<file path="src/rtl/video_stream_monitor.sv">
// In-line timing monitor for a video stage: line/frame geometry, vs-to-vs latency, sticky errors.
// Optional per-frame pixel checksum on the output side when VIDEO_STREAM_MONITOR_CHECKSUM_EN is defined.
module video_stream_monitor #(
    parameter int PIX_W = 8,
    parameter int CH    = 3,
    parameter int CNT_W = 12,
    parameter int LAT_W = 16
) (
    input  logic                clk,
    input  logic                rst,
    input  logic                h_pol,
    input  logic                v_pol,
    input  logic                dv_i,
    input  logic                hs_i,
    input  logic                vs_i,
    input  logic                dv_o,
    input  logic                hs_o,
    input  logic                vs_o,
    input  logic [CH*PIX_W-1:0] pix_o,
    input  logic                clr,
    output logic [CNT_W-1:0]    line_px,
    output logic [CNT_W-1:0]    frame_ln,
    output logic [LAT_W-1:0]    latency,
    output logic                meas_valid,
    output logic [3:0]          err
`ifdef VIDEO_STREAM_MONITOR_CHECKSUM_EN
    ,
    output logic [31:0]         frame_sum,
    output logic                sum_valid
`endif
);

    typedef enum logic [1:0] {IDLE, COUNT, DONE} lat_st_t;

    function automatic logic [CNT_W-1:0] sat_inc(input logic [CNT_W-1:0] v);
        return (&v) ? v : v + CNT_W'(1);
    endfunction

    // Index 0 is the stage input side, index 1 the stage output side.
    logic [1:0] act_h, act_v, dv;
    logic [1:0] act_h_q, act_h_q2, act_v_q, act_v_q2;
    logic [1:0] hs_st, vs_st, ln_lat;
    logic [1:0][CNT_W-1:0] pix_cnt_q, pix_cnt_d, ln_cnt_q, ln_cnt_d, ln_inc;
    logic [1:0][CNT_W-1:0] line_len_q, line_len_d, frame_len_q, frame_len_d;
    logic line_seen_q, frame_seen_q;

    assign act_h = {(h_pol ? hs_o : ~hs_o), (h_pol ? hs_i : ~hs_i)};
    assign act_v = {(v_pol ? vs_o : ~vs_o), (v_pol ? vs_i : ~vs_i)};
    assign dv    = {dv_o, dv_i};
    assign hs_st = act_h_q & ~act_h_q2;
    assign vs_st = act_v_q & ~act_v_q2;

    always_comb begin
        ln_lat      = '0;
        pix_cnt_d   = pix_cnt_q;
        line_len_d  = line_len_q;
        ln_inc      = ln_cnt_q;
        ln_cnt_d    = ln_cnt_q;
        frame_len_d = frame_len_q;
        for (int s = 0; s < 2; s++) begin
            ln_lat[s] = hs_st[s] && (pix_cnt_q[s] != '0);
            if (hs_st[s])
                pix_cnt_d[s] = CNT_W'(dv[s]);
            else if (dv[s])
                pix_cnt_d[s] = sat_inc(pix_cnt_q[s]);
            if (ln_lat[s]) begin
                line_len_d[s] = pix_cnt_q[s];
                ln_inc[s]     = sat_inc(ln_cnt_q[s]);
            end
            // A line closing in the same cycle as vs belongs to the frame being closed.
            ln_cnt_d[s] = vs_st[s] ? '0 : ln_inc[s];
            if (vs_st[s])
                frame_len_d[s] = ln_inc[s];
        end
    end

    always_ff @(posedge clk or negedge rst) begin
        if (!rst) begin
            act_h_q      <= '0;
            act_h_q2     <= '0;
            act_v_q      <= '0;
            act_v_q2     <= '0;
            pix_cnt_q    <= '0;
            ln_cnt_q     <= '0;
            line_len_q   <= '0;
            frame_len_q  <= '0;
            line_seen_q  <= 1'b0;
            frame_seen_q <= 1'b0;
        end else begin
            act_h_q      <= act_h;
            act_h_q2     <= act_h_q;
            act_v_q      <= act_v;
            act_v_q2     <= act_v_q;
            pix_cnt_q    <= pix_cnt_d;
            ln_cnt_q     <= ln_cnt_d;
            line_len_q   <= line_len_d;
            frame_len_q  <= frame_len_d;
            line_seen_q  <= line_seen_q | ln_lat[0];
            frame_seen_q <= frame_seen_q | vs_st[0];
        end
    end

    lat_st_t          st_q;
    logic [LAT_W-1:0] lat_cnt_q, latency_q, lat_inc;
    logic             have_prev_q, lat_latch;

    assign lat_inc   = (&lat_cnt_q) ? lat_cnt_q : lat_cnt_q + LAT_W'(1);
    assign lat_latch = (st_q == COUNT) && vs_st[1];

    always_ff @(posedge clk or negedge rst) begin
        if (!rst) begin
            st_q        <= IDLE;
            lat_cnt_q   <= '0;
            latency_q   <= '0;
            have_prev_q <= 1'b0;
        end else begin
            case (st_q)
                IDLE, DONE: begin
                    if (vs_st[0]) begin
                        st_q      <= COUNT;
                        lat_cnt_q <= LAT_W'(1);
                    end
                end
                COUNT: begin
                    // A repeated input vs without an output vs keeps the running count.
                    if (vs_st[1]) begin
                        latency_q <= lat_cnt_q;
                        if (vs_st[0])
                            lat_cnt_q <= LAT_W'(1);
                        else
                            st_q <= DONE;
                    end else begin
                        lat_cnt_q <= lat_inc;
                    end
                end
                default: st_q <= IDLE;
            endcase
            if (lat_latch)
                have_prev_q <= 1'b1;
            else if (clr)
                have_prev_q <= 1'b0;
        end
    end

    logic [3:0] err_q, err_d, err_set;
    logic [1:0] ovs_cnt_q, ovs_cnt_d;
    logic       meas_q, meas_d, meas_set;

    always_comb begin
        err_set    = '0;
        err_set[0] = ln_lat[1] && line_seen_q && (pix_cnt_q[1] != line_len_q[0]);
        err_set[1] = vs_st[1] && frame_seen_q && (ln_inc[1] != frame_len_q[0]);
        err_set[2] = lat_latch && have_prev_q && (lat_cnt_q != latency_q);
        err_set[3] = dv_o && (act_h[1] || act_v[1]);
        err_d      = (clr ? 4'b0000 : err_q) | err_set;
        meas_set   = vs_st[1] && (ovs_cnt_q != 2'd0);
        meas_d     = meas_set || (meas_q && !clr);
        ovs_cnt_d  = clr ? 2'd0 : ovs_cnt_q;
        if (vs_st[1] && ovs_cnt_d != 2'd2)
            ovs_cnt_d = ovs_cnt_d + 2'd1;
    end

    always_ff @(posedge clk or negedge rst) begin
        if (!rst) begin
            err_q     <= '0;
            meas_q    <= 1'b0;
            ovs_cnt_q <= '0;
        end else begin
            err_q     <= err_d;
            meas_q    <= meas_d;
            ovs_cnt_q <= ovs_cnt_d;
        end
    end

    assign line_px    = line_len_q[1];
    assign frame_ln   = frame_len_q[1];
    assign latency    = latency_q;
    assign meas_valid = meas_q;
    assign err        = err_q;

`ifdef VIDEO_STREAM_MONITOR_CHECKSUM_EN
    logic [31:0] pix_sum, sum_q, frame_sum_q;
    logic        sum_valid_q;

    always_comb begin
        pix_sum = '0;
        for (int c = 0; c < CH; c++)
            pix_sum = pix_sum + 32'(pix_o[c*PIX_W +: PIX_W]);
    end

    always_ff @(posedge clk or negedge rst) begin
        if (!rst) begin
            sum_q       <= '0;
            frame_sum_q <= '0;
            sum_valid_q <= 1'b0;
        end else begin
            sum_valid_q <= vs_st[1];
            if (vs_st[1]) begin
                frame_sum_q <= sum_q;
                sum_q       <= dv_o ? pix_sum : 32'd0;
            end else if (dv_o) begin
                sum_q <= sum_q + pix_sum;
            end
        end
    end

    assign frame_sum = frame_sum_q;
    assign sum_valid = sum_valid_q;
`else
    logic unused_pix;
    assign unused_pix = ^pix_o;
`endif

endmodule

</file>
<file path="config.mk">
export PLATFORM = sky130hd
export DESIGN_NAME = video_stream_monitor
export DESIGN_NICKNAME = d
export VERILOG_FILES = /design/src/rtl/video_stream_monitor.sv
export SDC_FILE = /design/constraint.sdc
export NUM_CORES = 1
export LEC_CHECK = 0
export ABC_AREA = 1
export CELL_PAD_IN_SITES_DETAIL_PLACEMENT = 1
export CELL_PAD_IN_SITES_GLOBAL_PLACEMENT = 1
export CORE_AREA = 2 2 138 140
export DETAILED_ROUTE_END_ITERATION = 7
export DIE_AREA = 0 0 140 142
export GPL_TIMING_DRIVEN = 0
export MAX_ROUTING_LAYER = met4
export PLACE_DENSITY = 0.76
export SLEW_MARGIN = 20
export SYNTH_ARGS = -nofsm -noshare
export SYNTH_HDL_FRONTEND = slang
export SYNTH_SLANG_ARGS = --single-unit
</file>
<file path="constraint.sdc">
create_clock -name clk -period 2.04 [get_ports clk]
set_input_delay 0.408 -clock clk [delete_from_list [all_inputs] [get_ports clk]]
set_output_delay 0.408 -clock clk [all_outputs]
set_load 0.01 [all_outputs]
</file>
Yosys cells after proc, flatten, opt, wreduce, memory -nomap -nowiden
Cells that the tools add are included.
Widths: inputs -> output; s select.
{"block": "classes", "addsub": 6, "eq_ne": 12, "muxes": 29, "bitwise": 11, "n_reduce_logical": 35}
{"cell": "$mux 12", "n": 12}
{"cell": "$add 12x1->12 const B", "n": 4}
{"cell": "$mux 16", "n": 3}
{"cell": "$reduce_and 12->1", "n": 4}
{"cell": "$pmux 16 s2", "n": 1}
{"cell": "$ne 12x12->1", "n": 2}
{"cell": "$reduce_bool 12->1", "n": 2}
{"cell": "$add 16x1->16 const B", "n": 1}
{"cell": "$ne 16x16->1", "n": 1}
{"cell": "$reduce_and 16->1", "n": 1}
{"cell": "$logic_and 1x1->1", "n": 13}
{"cell": "$ne 2x2->1 const B", "n": 6}
{"cell": "$mux 2", "n": 5}
{"cell": "$reduce_bool 2->1", "n": 5}
{"cell": "$reduce_and 2->1", "n": 4}
{"cell": "$mux 1", "n": 6}
{"cell": "$and 2x2->2", "n": 2}
{"cell": "$mux 4", "n": 1}
{"cell": "$not 1->1", "n": 4}
{"cell": "$not 2->2", "n": 2}
{"cell": "$or 4x4->4", "n": 1}
{"cell": "$pmux 2 s2", "n": 1}
{"cell": "$ne 3x3->1 const B", "n": 1}
{"cell": "$reduce_and 3->1", "n": 1}
{"cell": "8 further kinds", "n": 10}
{"block": "totals", "reg_bits": 148, "inputBits": 35, "out_inout_bits": 45, "wordCells": 114}

Depth between registers and ports, before layout
Gate-level depths: netlist (run 1).
{"block": "depth", "word_depth": 7, "mapped_depth": 17, "ltp_nobuf": 16}

Worst setup path after synthesis (run 1)
Ideal clock, no wire load.
{"block": "synth_path", "path_kind": "register to register", "start": "reg ln_cnt_q[12] (netlist bit)", "end": "reg err_q[1] (netlist: err[1])", "setup_ns": 0.116, "t_arrival_ns": 1.673, "required_time_ns": 1.924, "slack_ns": 0.250, "path_stages_with_launch": 16, "n_path_buf": 1, "period_less_slack_ns": 1.790, "path_cell_list": "dfrtp_1 > ha_1 > inv_2 > nor2_4 > nand3_2 > buf_6 > nand4_2 > nand2_2 > nand2_1 > nand2_1 > nor2_1 > nand2_1 > nor2_1 > nand2_1 > nand2_1 > nand2_1"}
{"block": "synth_between", "elab_chain_cells": 6, "elab_cells_between_ends": 7, "classes_between": "1 x add/sub; 1 x eq/ne; 2 x mux; 1 x bitwise; 2 x reduce/logical"}
{"element": "from (decl)", "line": "43", "rtl": "logic [1:0][CNT_W-1:0] pix_cnt_q, pix_cnt_d, ln_cnt_q, ln_cnt_d, ln_inc;"}
{"element": "from (signal assigned)", "line": "95", "rtl": "ln_cnt_q <= ln_cnt_d;"}
{"element": "$add 12x1->12 / $reduce_and 12->1 (equally long branches)", "line": "36", "rtl": "return (&v) ? v : v + CNT_W'(1);"}
{"element": "$mux 12", "line": "36"}
{"element": "$mux 12 *", "line": "66", "rtl": "if (ln_lat[s]) begin"}
{"element": "$ne 12x12->1 *", "line": "152", "rtl": "err_set[1] = vs_st[1] && frame_seen_q && (ln_inc[1] != frame_len_q[0]);"}
{"element": "$logic_and 1x1->1 *", "line": "152"}
{"element": "$or 4x4->4 *", "line": "155", "rtl": "err_d = (clr ? 4'b0000 : err_q) | err_set;"}
{"element": "via err_d[1]", "line": "145", "rtl": "logic [3:0] err_q, err_d, err_set;"}
{"element": "to (signal assigned)", "line": "169", "rtl": "err_q <= err_d;"}
{"element": "to (decl)", "line": "145"}
Mark *: on every way through the listed nets, which the timed path passes. The rest lies on a longest branch.
A chain may end at the register's enable or synchronous reset.

Worst setup path in the final report (run 1)
{"block": "layout_path", "start": "reg pix_cnt_q[13] (netlist bit)", "end": "reg err_q[1] (netlist: err[1])"}
{"block": "layout_between", "elab_chain_cells": 6}
{"element": "from (decl)", "line": "43"}
{"element": "from (signal assigned)", "line": "94", "rtl": "pix_cnt_q <= pix_cnt_d;"}
{"element": "$reduce_bool 12->1", "line": "61", "rtl": "ln_lat[s] = hs_st[s] && (pix_cnt_q[s] != '0);"}
{"element": "$logic_and 1x1->1", "line": "61"}
{"element": "$mux 12", "line": "66"}
{"element": "$ne 12x12->1", "line": "152"}
{"element": "$logic_and 1x1->1", "line": "152"}
{"element": "$or 4x4->4", "line": "155"}
{"element": "via err_d[1]", "line": "145"}
The timed path passes the listed nets, and every way through them passes these cells.

==> impl_metrics.json, run 1 <==
{
  "synth_area_leaders": "dfrtp_1 (48%), nand2_1 (11%), o21ai_0 (5.7%)",
  "max_freq_mhz": 492.5,
  "dp.cells": 1231,
  "worstSetupStartpointType": "flip-flop",
  "min_to": "act_h_q2[1]",
  "viasPerCell": 5.219,
  "path_buf_inv": 2,
  "clock_skew_ns": 0.009766,
  "path_max_fanout": 7,
  "r2r-end": "err[1]",
  "reg2regPathDepth": 16,
  "ys_types": 52,
  "firstDrtPassIters": 8,
  "fp.coreArea_um2": 18460,
  "hold_violations": 0,
  "ctsHtreeMaxLevel": 4,
  "port_buffers": 55,
  "final.period_utilization": 0.9954,
  "die_width_um": 140,
  "nNetsFinal": 1090,
  "synth_top_area_cell": "dfrtp_1",
  "drive_gt1_frac": 0.1670,
  "ys_seq_area_frac": 0.4758,
  "route.vias.total": 6754,
  "syn_to_final_growth_pct": 24.77,
  "clk_pin_slew_ns": 0.06,
  "die_area_um2": 19880,
  "synth.top_cell.area_share": 0.4758,
  "rsz0062_at_grt": "true",
  "p_per_area_nw_per_um2": 1063,
  "worst_pin_slew_ns": 0.5639,
  "antennaDiodeCount": 0,
  "nFillCells": 2191,
  "cp.arrival_ns": 2.34,
  "cts_tree": "done",
  "synth_seq_cells": 148,
  "num_rows": 50,
  "drtIter0Drc": 385,
  "worst_hold_slack_ns": 0.3821,
  "synth_cells": 941,
  "cp_slowest_cell": "dfrtp_1",
  "ioPinCount": 80,
  "cts_buffers": 17,
  "worst_path_largest_cell_delay_ns": 0.42,
  "grt_overflow": 0,
  "outcome": "finished, violations left",
  "die_h_um": 142,
  "p_leak_uw": 0.004452,
  "ff2ff_setup_slack_ns": 0.009,
  "maxCapViolCount": 0,
  "yosys_warnings": 0,
  "critPathCaptureType": "flip-flop",
  "ir_worst_vdd_uv": 616.6,
  "crit_family": "simple AND/OR/NAND/NOR gates",
  "setup_viol": 0,
  "fin_cells": 1294,
  "antenna_found_initial": 0,
  "relSlewSlack": 0.6241,
  "grt_pass1_wl_um": 35410,
  "netlist_area_um2": 7784,
  "hold_path_depth": 0,
  "hold_path.startpoint": "act_h_q[1]",
  "root_buffer": "clkbuf_16",
  "worstHoldPathType": "reg2reg",
  "p_total_uw": 10320,
  "dp_hpwl_um": 14700,
  "routedWlPerCell_um": 16.70,
  "setup_slack_ns": 0.009345,
  "grtUsageTotal": 0.2295,
  "fin_util": 0.5262,
  "syn_avg_cell_area_um2": 8.272,
  "initial_core_util": 0.4218,
  "gp_congestion": 0.8606,
  "ant_nets": 0,
  "slew_viol_final": 0,
  "drt_wl_total_um": 21620,
  "layout_min_cycle_time_ns": 2.031,
  "clkLatencyLatePin_ns": 0.43,
  "violations": "design-rule violations",
  "crit_chain": "inv_2 > ha_1 > nand2_2 > nor2_4 > nand2_4 > nand2_8 > buf_12 > nand2_2 > nand3_1 > nand2_1 > nor2_1 > nand2_1 > nor2_1 > nand2_1 > nand2_1 > nand2_1",
  "clock-sinks": 148,
  "cts_max_path_buffers": 2,
  "grt_pass1_vias": 6945,
  "cp_data_required_time_ns": 2.35,
  "crit_top_cell": "nand2_1",
  "grt_max_degree": 89,
  "preCtsSetupSlack_ns": -0.1863,
  "r2r-start": "pix_cnt_q[13]",
  "synth_nets": 984,
  "worstSetupPathType": "reg2reg",
  "drc_errors": 4
}
==> state kept, by name, summed over array words and instances, names as in the netlist, 4 cells and up <==
register	count
latency	16
pix_cnt_q	24
frame_ln	12
frame_len_q	12
line_len_q	12
lat_cnt_q	16
line_px	12
ln_cnt_q	24
err	4
==> synth_stat cells (all sizes together) <==
master / n
mux2: 1
and3: 1
a21boi: 1
or2: 5
clkinv: 1
nor4: 8
a221oi: 3
nor3b: 1
o211ai: 4
nor2: 78
a31oi: 9
o31ai: 4
nand3: 53
nand3b: 4
buf: 34
clkbuf: 16
a21oi: 27
or3: 1
xor2: 34
xnor2: 6
dfrtp: 148
o22ai: 7
and2: 3
a32o: 1
o311ai: 2
a22oi: 1
a211oi: 1
nor3: 23
ha: 8
nand4: 17
nand2: 241
o21ai: 97
inv: 98
o211a: 1
o21a: 2
==> how the worst max path moves through the flow <==
stage / from / to / slack [ns] / cells past startpoint
6_report: pix_cnt_q[13] / err[1] / 0.009 / 16
3_5_place_dp: ln_cnt_q[12] / err[1] / -0.19 / 16
5_1_grt: ln_cnt_q[12] / err[1] / -0.16 / 16
2_1_floorplan: ln_cnt_q[12] / err[1] / 0.25 / 15
4_1_cts: act_h_q2[1] / err[1] / -0.05 / 13
3_3_place_gp: rst / ln_cnt_q[18] / -5.66 / 1
==> layout make-up <==
cell class	instances	area [um2]	share of cell area
clock inverter	11	198.9	0.02048
sequential	148	3710	0.3820
timing repair buffer	89	845.8	0.08709
inverter	99	375.4	0.03865
tap	234	292.8	0.03015
buffer	48	326.6	0.03363
clock buffer	21	450.4	0.04638
multi-input combinational	644	3512	0.3616
==> per-stage QoR <==
stage                     setup TNS [ns]  instance area [um2]
after floorplan                        0                 7784
after global routing             -0.2961                 9712
final                                  0                 9712
after detailed placement          -1.417                 8660
after global placement           -836.32                 8627
after CTS                       -0.05003                 9463
==> report_power, final <==
| part | internal, uW | switching [uW] | leakage [uW] | total (uW) |
|---|---|---|---|---|
| Clock | 2220 | 1300 | 0.000305 | 3520 |
| Combinational | 1300 | 1670 | 0.00219 | 2980 |
| Sequential | 3390 | 438 | 0.00196 | 3820 |
| Total | 6900 | 3420 | 0.00445 | 10300 |
==> worst reg2reg max path: stages, from the launching register on <==
cell and delay [ns]:
dfrtp_1 0.42, inv_2 0.10, ha_1 0.16, nand2_2 0.07, nor2_4 0.13, nand2_4 0.12
nand2_8 0.12, buf_12 0.14, nand2_2 0.05, nand3_1 0.07, nand2_1 0.05, nor2_1 0.09
nand2_1 0.08, nor2_1 0.12, nand2_1 0.08, nand2_1 0.06, nand2_1 0.05
==> cells by family (layout without fill, tap and decap cells) <==
| logic type | after synthesis | after routing | synth area share |
|---|---|---|---|
| AOI/OAI and AO/OA | 160 | 160 | 0.1162 |
| adders and majority gates | 8 | 8 | 0.01286 |
| and+or+nand+nor | 435 | 435 | 0.2578 |
| muxes | 1 | 1 | 0.001447 |
| buffers and inverters | 149 | 268 | 0.09082 |
| xor gates and xnor gates | 40 | 40 | 0.04501 |
| DFF | 148 | 148 | 0.4758 |
==> layer usage <==
metal / up-vias / global-route usage / part of all wire
met1: 3353 / 0.2900 / 0.46
met3: 31 / 0.03264 / 0.021
met2: 90 / 0.3892 / 0.50
li1: 3280 / - / -
met4: 0 / 0.06539 / 0.019
met5: - / - / 0
==> cells in the final DEF (no fill, tap or decap), drive strengths merged, types with 5 or more instances in the layout <==
| cell | n |
|---|---|
| o22ai | 7 |
| buf | 67 |
| xnor2 | 6 |
| clkdlybuf4s50 | 54 |
| nor2 | 78 |
| a21oi | 27 |
| dfrtp | 148 |
| nand4 | 17 |
| xor2 | 34 |
| clkbuf | 36 |
| nor4 | 8 |
| bufinv | 5 |
| nand2 | 241 |
| o21ai | 97 |
| inv | 100 |
| or2 | 5 |
| ha | 8 |
| a31oi | 9 |
| nand3 | 53 |
| nor3 | 23 |
==> repair_timing <==
action	in CTS	in global routing
hold buffers	1	0
endpoints found under the setup margin	18	58
endpoints found under the hold margin	60	0
setup buffers	11	21
pin swaps	3	13
gates cloned	0	0
resized for setup	16	27
Note: power is estimated with default switching activity, not from simulation.
==> inputs of run 2 (changes only) <==
- CORE_AREA: 2 2 138 140 -> 2 2 137 139
- CTS_BUF_LIST: default -> sky130_fd_sc_hd__clkbuf_2
- DIE_AREA: 0 0 140 142 -> 0 0 139 141
- PLACE_DENSITY: 0.76 -> 0.77
- SETUP_SLACK_MARGIN: default -> 0.5
==> run 2 against run 1 <==
Net effect:
- the run ends with negative setup slack left
- routed wire length grew 61%
- combinational power grew 67%
- cell area grew 20%
- power grew 1.5%
==> impl_metrics.json, run 2 (same netlist as run 1, synthesis figures left out) <==
{
  "outcome": "finished, violations left",
  "violations": "negative setup slack",
  "grt_max_degree": 94,
  "max_freq_mhz": 428.3,
  "cts_buffers": 17,
  "port_buffers": 55,
  "pwr-share-comb": 0.475,
  "layout_common_cells": "nand2_1 (165), dfrtp_1 (134), buf_4 (116)",
  "root_buffer": "clkbuf_2",
  "seq_area_um2": 3721,
  "fin_tns_setup_ns": -0.9472,
  "rsz0062_at_grt": "true",
  "syn_to_final_growth_pct": 50.35,
  "ant_nets": 0,
  "critPathCaptureType": "flip-flop",
  "grt_overflow": 0,
  "grt.busiest_layer": "met2",
  "p_total_uw": 10480,
  "ir_worst_vdd_uv": 587.2,
  "placed_area_um2": 8773,
  "power_frac_seq": 0.372,
  "dp_hpwl_um": 14740,
  "r2r-end": "err[1]",
  "hold_violations": 0,
  "drive_gt1_frac": 0.4615,
  "reg2regPathDepth": 14,
  "layout_min_cycle_time_ns": 2.335,
  "p_switching_uw": 4426,
  "endpoint": "err[1]",
  "maxCapViolCount": 0,
  "slew_viol_final": 0,
  "worst_pin_slew_ns": 0.5554,
  "p_per_area_nw_per_um2": 895.4,
  "routedWlPerCell_um": 24.30,
  "cts_tree": "done",
  "drc_errors": 0,
  "die_h_um": 141,
  "route.vias.total": 8377,
  "top_regs": "ln_cnt_q (24), pix_cnt_q (24)",
  "firstDrtPassIters": 6,
  "grtUsageTotal": 0.2658,
  "layout_commonest_cell": "nand2_1",
  "die_area_um2": 19600,
  "clkLatencyLatePin_ns": 0.76,
  "worstSetupStartpointType": "flip-flop",
  "gp_congestion": 0.8858,
  "nNetsFinal": 1226,
  "relSlewSlack": 0.6297,
  "worstHoldPathType": "in2async",
  "clock_skew_ns": 0.04853,
  "p_sw_frac": 0.4223,
  "ctsHtreeMaxLevel": 4,
  "setup_slack_ns": -0.2950,
  "nFillCells": 2018,
  "initial_core_util": 0.4261,
  "cp.arrival_ns": 3.00,
  "p_leak_uw": 0.005545,
  "grt_pass1_vias": 7945,
  "grtUsageMet1": 0.3110,
  "ff2ff_setup_slack_ns": -0.29,
  "fp.coreArea_um2": 18270,
  "final.period_utilization": 1.145,
  "finalInstanceArea_um2": 11700,
  "setup_viol": 13,
  "drtIter0Drc": 679,
  "antenna_found_initial": 1,
  "cp_data_required_time_ns": 2.70,
  "worstSetupPathType": "reg2reg",
  "fin_cells": 1431,
  "die_width_um": 139,
  "viasPerCell": 5.854,
  "num_rows": 50,
  "clk_pin_slew_ns": 0.26,
  "path_max_fanout": 5,
  "cts_max_path_buffers": 2,
  "met3_usage": 0.04212,
  "ioPinCount": 80,
  "multi_input_comb_area_um2": 4543,
  "grtUsageMet2": 0.4651,
  "worst_hold_slack_ns": 0.1363,
  "r2r-start": "act_h_q[1]",
  "internal_power_uw": 6053,
  "setup.worst_path.start": "act_h_q[1]",
  "clkPwrFrac": 0.153,
  "dp.cells": 1231,
  "clock-sinks": 148,
  "drt_wl_total_um": 34770,
  "grt_pass1_wl_um": 40540
}
-- run 2: cell types whose count changed in the layout (fill, tap and decap cells not counted), moves of 16 or more --
| cell | change |
|---|---|
| buf_2 | +21 |
| buf_4 | +61 |
| buf_6 | +93 |
| clkbuf_16 | -16 |
| clkbuf_2 | +27 |
| clkdlybuf4s50_1 | -45 |
| nand2_1 | -57 |
| nand2_2 | +27 |
| nand2_4 | +28 |
| o21ai_0 | -54 |
| o21ai_1 | +23 |
| o21ai_2 | +29 |
-- run 2: cell type report --
type / count / area share
diodes: 1 / 0.0002138
clock inverters: 10 / 0.007163
plain buffers: 50 / 0.04384
multi-input cells: 644 / 0.3882
repair buffers: 223 / 0.1731
inverters: 99 / 0.03507
clock buffers: 22 / 0.009409
flip-flops and latches: 148 / 0.3180
well taps: 234 / 0.02502
-- run 2: how the worst min path moves through the flow --
stage	start	end	slack, ns	cells past startpoint
6_report	rst	latency[3]	0.14	2
5_1_grt	rst	latency[3]	0.14	2
4_1_cts	rst	lat_cnt_q[11]	0.13	2
3_5_place_dp	rst	pix_cnt_q[8]	0.36	1
3_3_place_gp	act_v_q[1]	act_v_q2[1]	0.36	0
2_1_floorplan	rst	act_h_q2[0]	0.11	0
-- run 2: stage by stage --
step           setup slack [ns]    util
3_3_place_gp             -5.657  0.4785
3_5_place_dp            -0.2796  0.4803
5_1_grt                 -0.3724  0.6406
6_report                -0.2950  0.6406
2_1_floorplan            0.3232       -
4_1_cts                0.005536  0.5701
-- run 2: critical path: stages, from the launching register on --
cell	delay [ns]
dfrtp_1	0.50
inv_2	0.12
nor2_8	0.15
clkinvlp_4	0.15
a21oi_4	0.21
buf_6	0.17
nand3_1	0.13
nand2_2	0.14
nand2_1	0.08
nand2_1	0.09
nand3_1	0.07
nor2_1	0.17
nand2_1	0.13
nand2_1	0.09
nand2_1	0.05
-- run 2: power groups by stage --
stage,Combinational [uW],Sequential (uW),Clock [uW]
after floorplan,1830,3750,0
after global placement,2700,3840,0
after detailed placement,2800,3860,0
after CTS,3770,3790,1570
after global routing,5250,3930,1710
final,4980,3890,1610
-- run 2: repair_timing --
| item | in CTS | in global routing |
|---|---|---|
| resized for setup | 430 | 231 |
| hold buffers | 1 | 0 |
| pin swaps | 57 | 77 |
| endpoints found under the setup margin | 180 | 178 |
| gates cloned | 6 | 1 |
| setup buffers | 101 | 58 |
| hold endpoints to repair | 55 | 0 |
-- run 2: layer usage --
| layer | part of all wire | up-vias |
|---|---|---|
| met1 | 0.38 | 4205 |
| met2 | 0.51 | 408 |
| met5 | 0 | - |
| li1 | - | 3559 |
| met3 | 0.048 | 205 |
| met4 | 0.069 | 0 |
==> RTL edit (settings of run 2) <==
Encoding of `lat_st_t`: now one-hot (3 bits for 3 values).
--- a/src/rtl/video_stream_monitor.sv
+++ b/src/rtl/video_stream_monitor.sv
@@ -32,3 +32,3 @@
 
-    typedef enum logic [1:0] {IDLE, COUNT, DONE} lat_st_t;
+    typedef enum logic [2:0] {IDLE = 3'b001, COUNT = 3'b010, DONE = 3'b100} lat_st_t;
 
Formal check against the unedited RTL: same outputs for any inputs over 4 cycles, from zero or initial values and one cycle with rst low; so few cycles prove little.
==> RTL edit against run 2 <==
  * The flow still finishes with violations (negative setup slack)
  * Power rose by 7.6%
  * Area after synthesis rose by 0.50%
  * Sequential share of layout area fell by 0.11 points
  * Critical endpoint unchanged
  * Sequential cell count rose by 1
  * Routed wire length rose by 3.7%
  * Highest routed layer unchanged
  * Final cell count rose by 1.9%
  * Design area rose by 1.0%
  * Setup slack improved by 83 ps
==> RTL edit: results (changes against run 2) <==
Fin worst setup slack -> -212 ps (+83.0 ps)
Clock sink total -> 149 (+0.68%)
# fillers -> 2044 (+1.3%)
Mapped Nets -> 1015 (+3.2%)
Adder and majority cell fraction of the synthesized area -> 1.28% (-0.0064 points)
Vias in the first global route -> 8177 (+2.9%)
1st-iter DRT viols -> 608 (-10%)
Failing checks -> negative setup slack
Seq. cell area -> 3750 um^2 (+0.71%)
Top post-synthesis cells by area -> dfrtp_1 47%, nand2_1 11%, o21ai_0 6.3%
Synth top cells by count -> 239 x nand2_1, 148 x dfrtp_1, 104 x inv_1
Worst path max stage delay -> 470 ps (-30 ps)
Clock network fraction of total power -> 16.9% (+1.6 points)
# setup viols final -> 13 (unchanged)
Layout non-clock buf frac -> 20.7% (-0.99 points)
Placed inst area -> 8800 um^2 (+0.29%)
# diodes -> 3 (+2)
WHS -> 144 ps (+7.37 ps)
1st-pass router iterations -> 5 (-1)
Met3 usage -> 3.29% (-0.92 points)
Logic power comb -> 5.38 mW (+8.0%)
Layout cells sized above 1 -> 45.5% (-0.70 points)
Pleak -> 5.59 nW (+0.78%)
First-pass GRT wire length -> 42000 um (+3.7%)
GRT Overall Usage -> 27.6% (+1.0 points)
Worst-path maximum fanout -> 7 (+2)
ClkCell Share -> 2.00% (+0.34 points)
Register fraction of the total cell area -> 31.7% (-0.11 points)
Status -> complete, but fails checks
Clock Skews -> 39.6 ps (-8.92 ps)
Global routing usage on met2 -> 49.2% (+2.7 points)
R2R depth -> 17 (+3)
Syn avg cell area -> 8.05 um^2 (-2.7%)
-- RTL edit: timing repair --
| action | CTS | global route |
|---|---|---|
| hold buffers | 1 | 0 |
| pin swaps | 62 | 80 |
| cloned | 3 | 1 |
| resized for setup | 461 | 205 |
| setup endpoints to repair | 182 | 183 |
| setup buffers | 93 | 64 |
| hold endpoints to repair | 57 | 0 |
-- RTL edit: worst max path at each step --
stage                              startpoint                      to  cells past startpoint  slack (ps)
finish              pix_cnt_q[13]$_DFFE_PN0P_        err[1]$_DFF_PN0_                     17        -210
global route        pix_cnt_q[18]$_DFFE_PN0P_        err[1]$_DFF_PN0_                     16        -380
CTS                 pix_cnt_q[12]$_DFFE_PN0P_        err[1]$_DFF_PN0_                     16         -20
detailed placement  pix_cnt_q[17]$_DFFE_PN0P_        err[1]$_DFF_PN0_                     15        -220
global placement                          rst  ln_cnt_q[12]$_DFF_PN0_                      1       -6280
floorplan           pix_cnt_q[13]$_DFFE_PN0P_        err[1]$_DFF_PN0_                     16         260
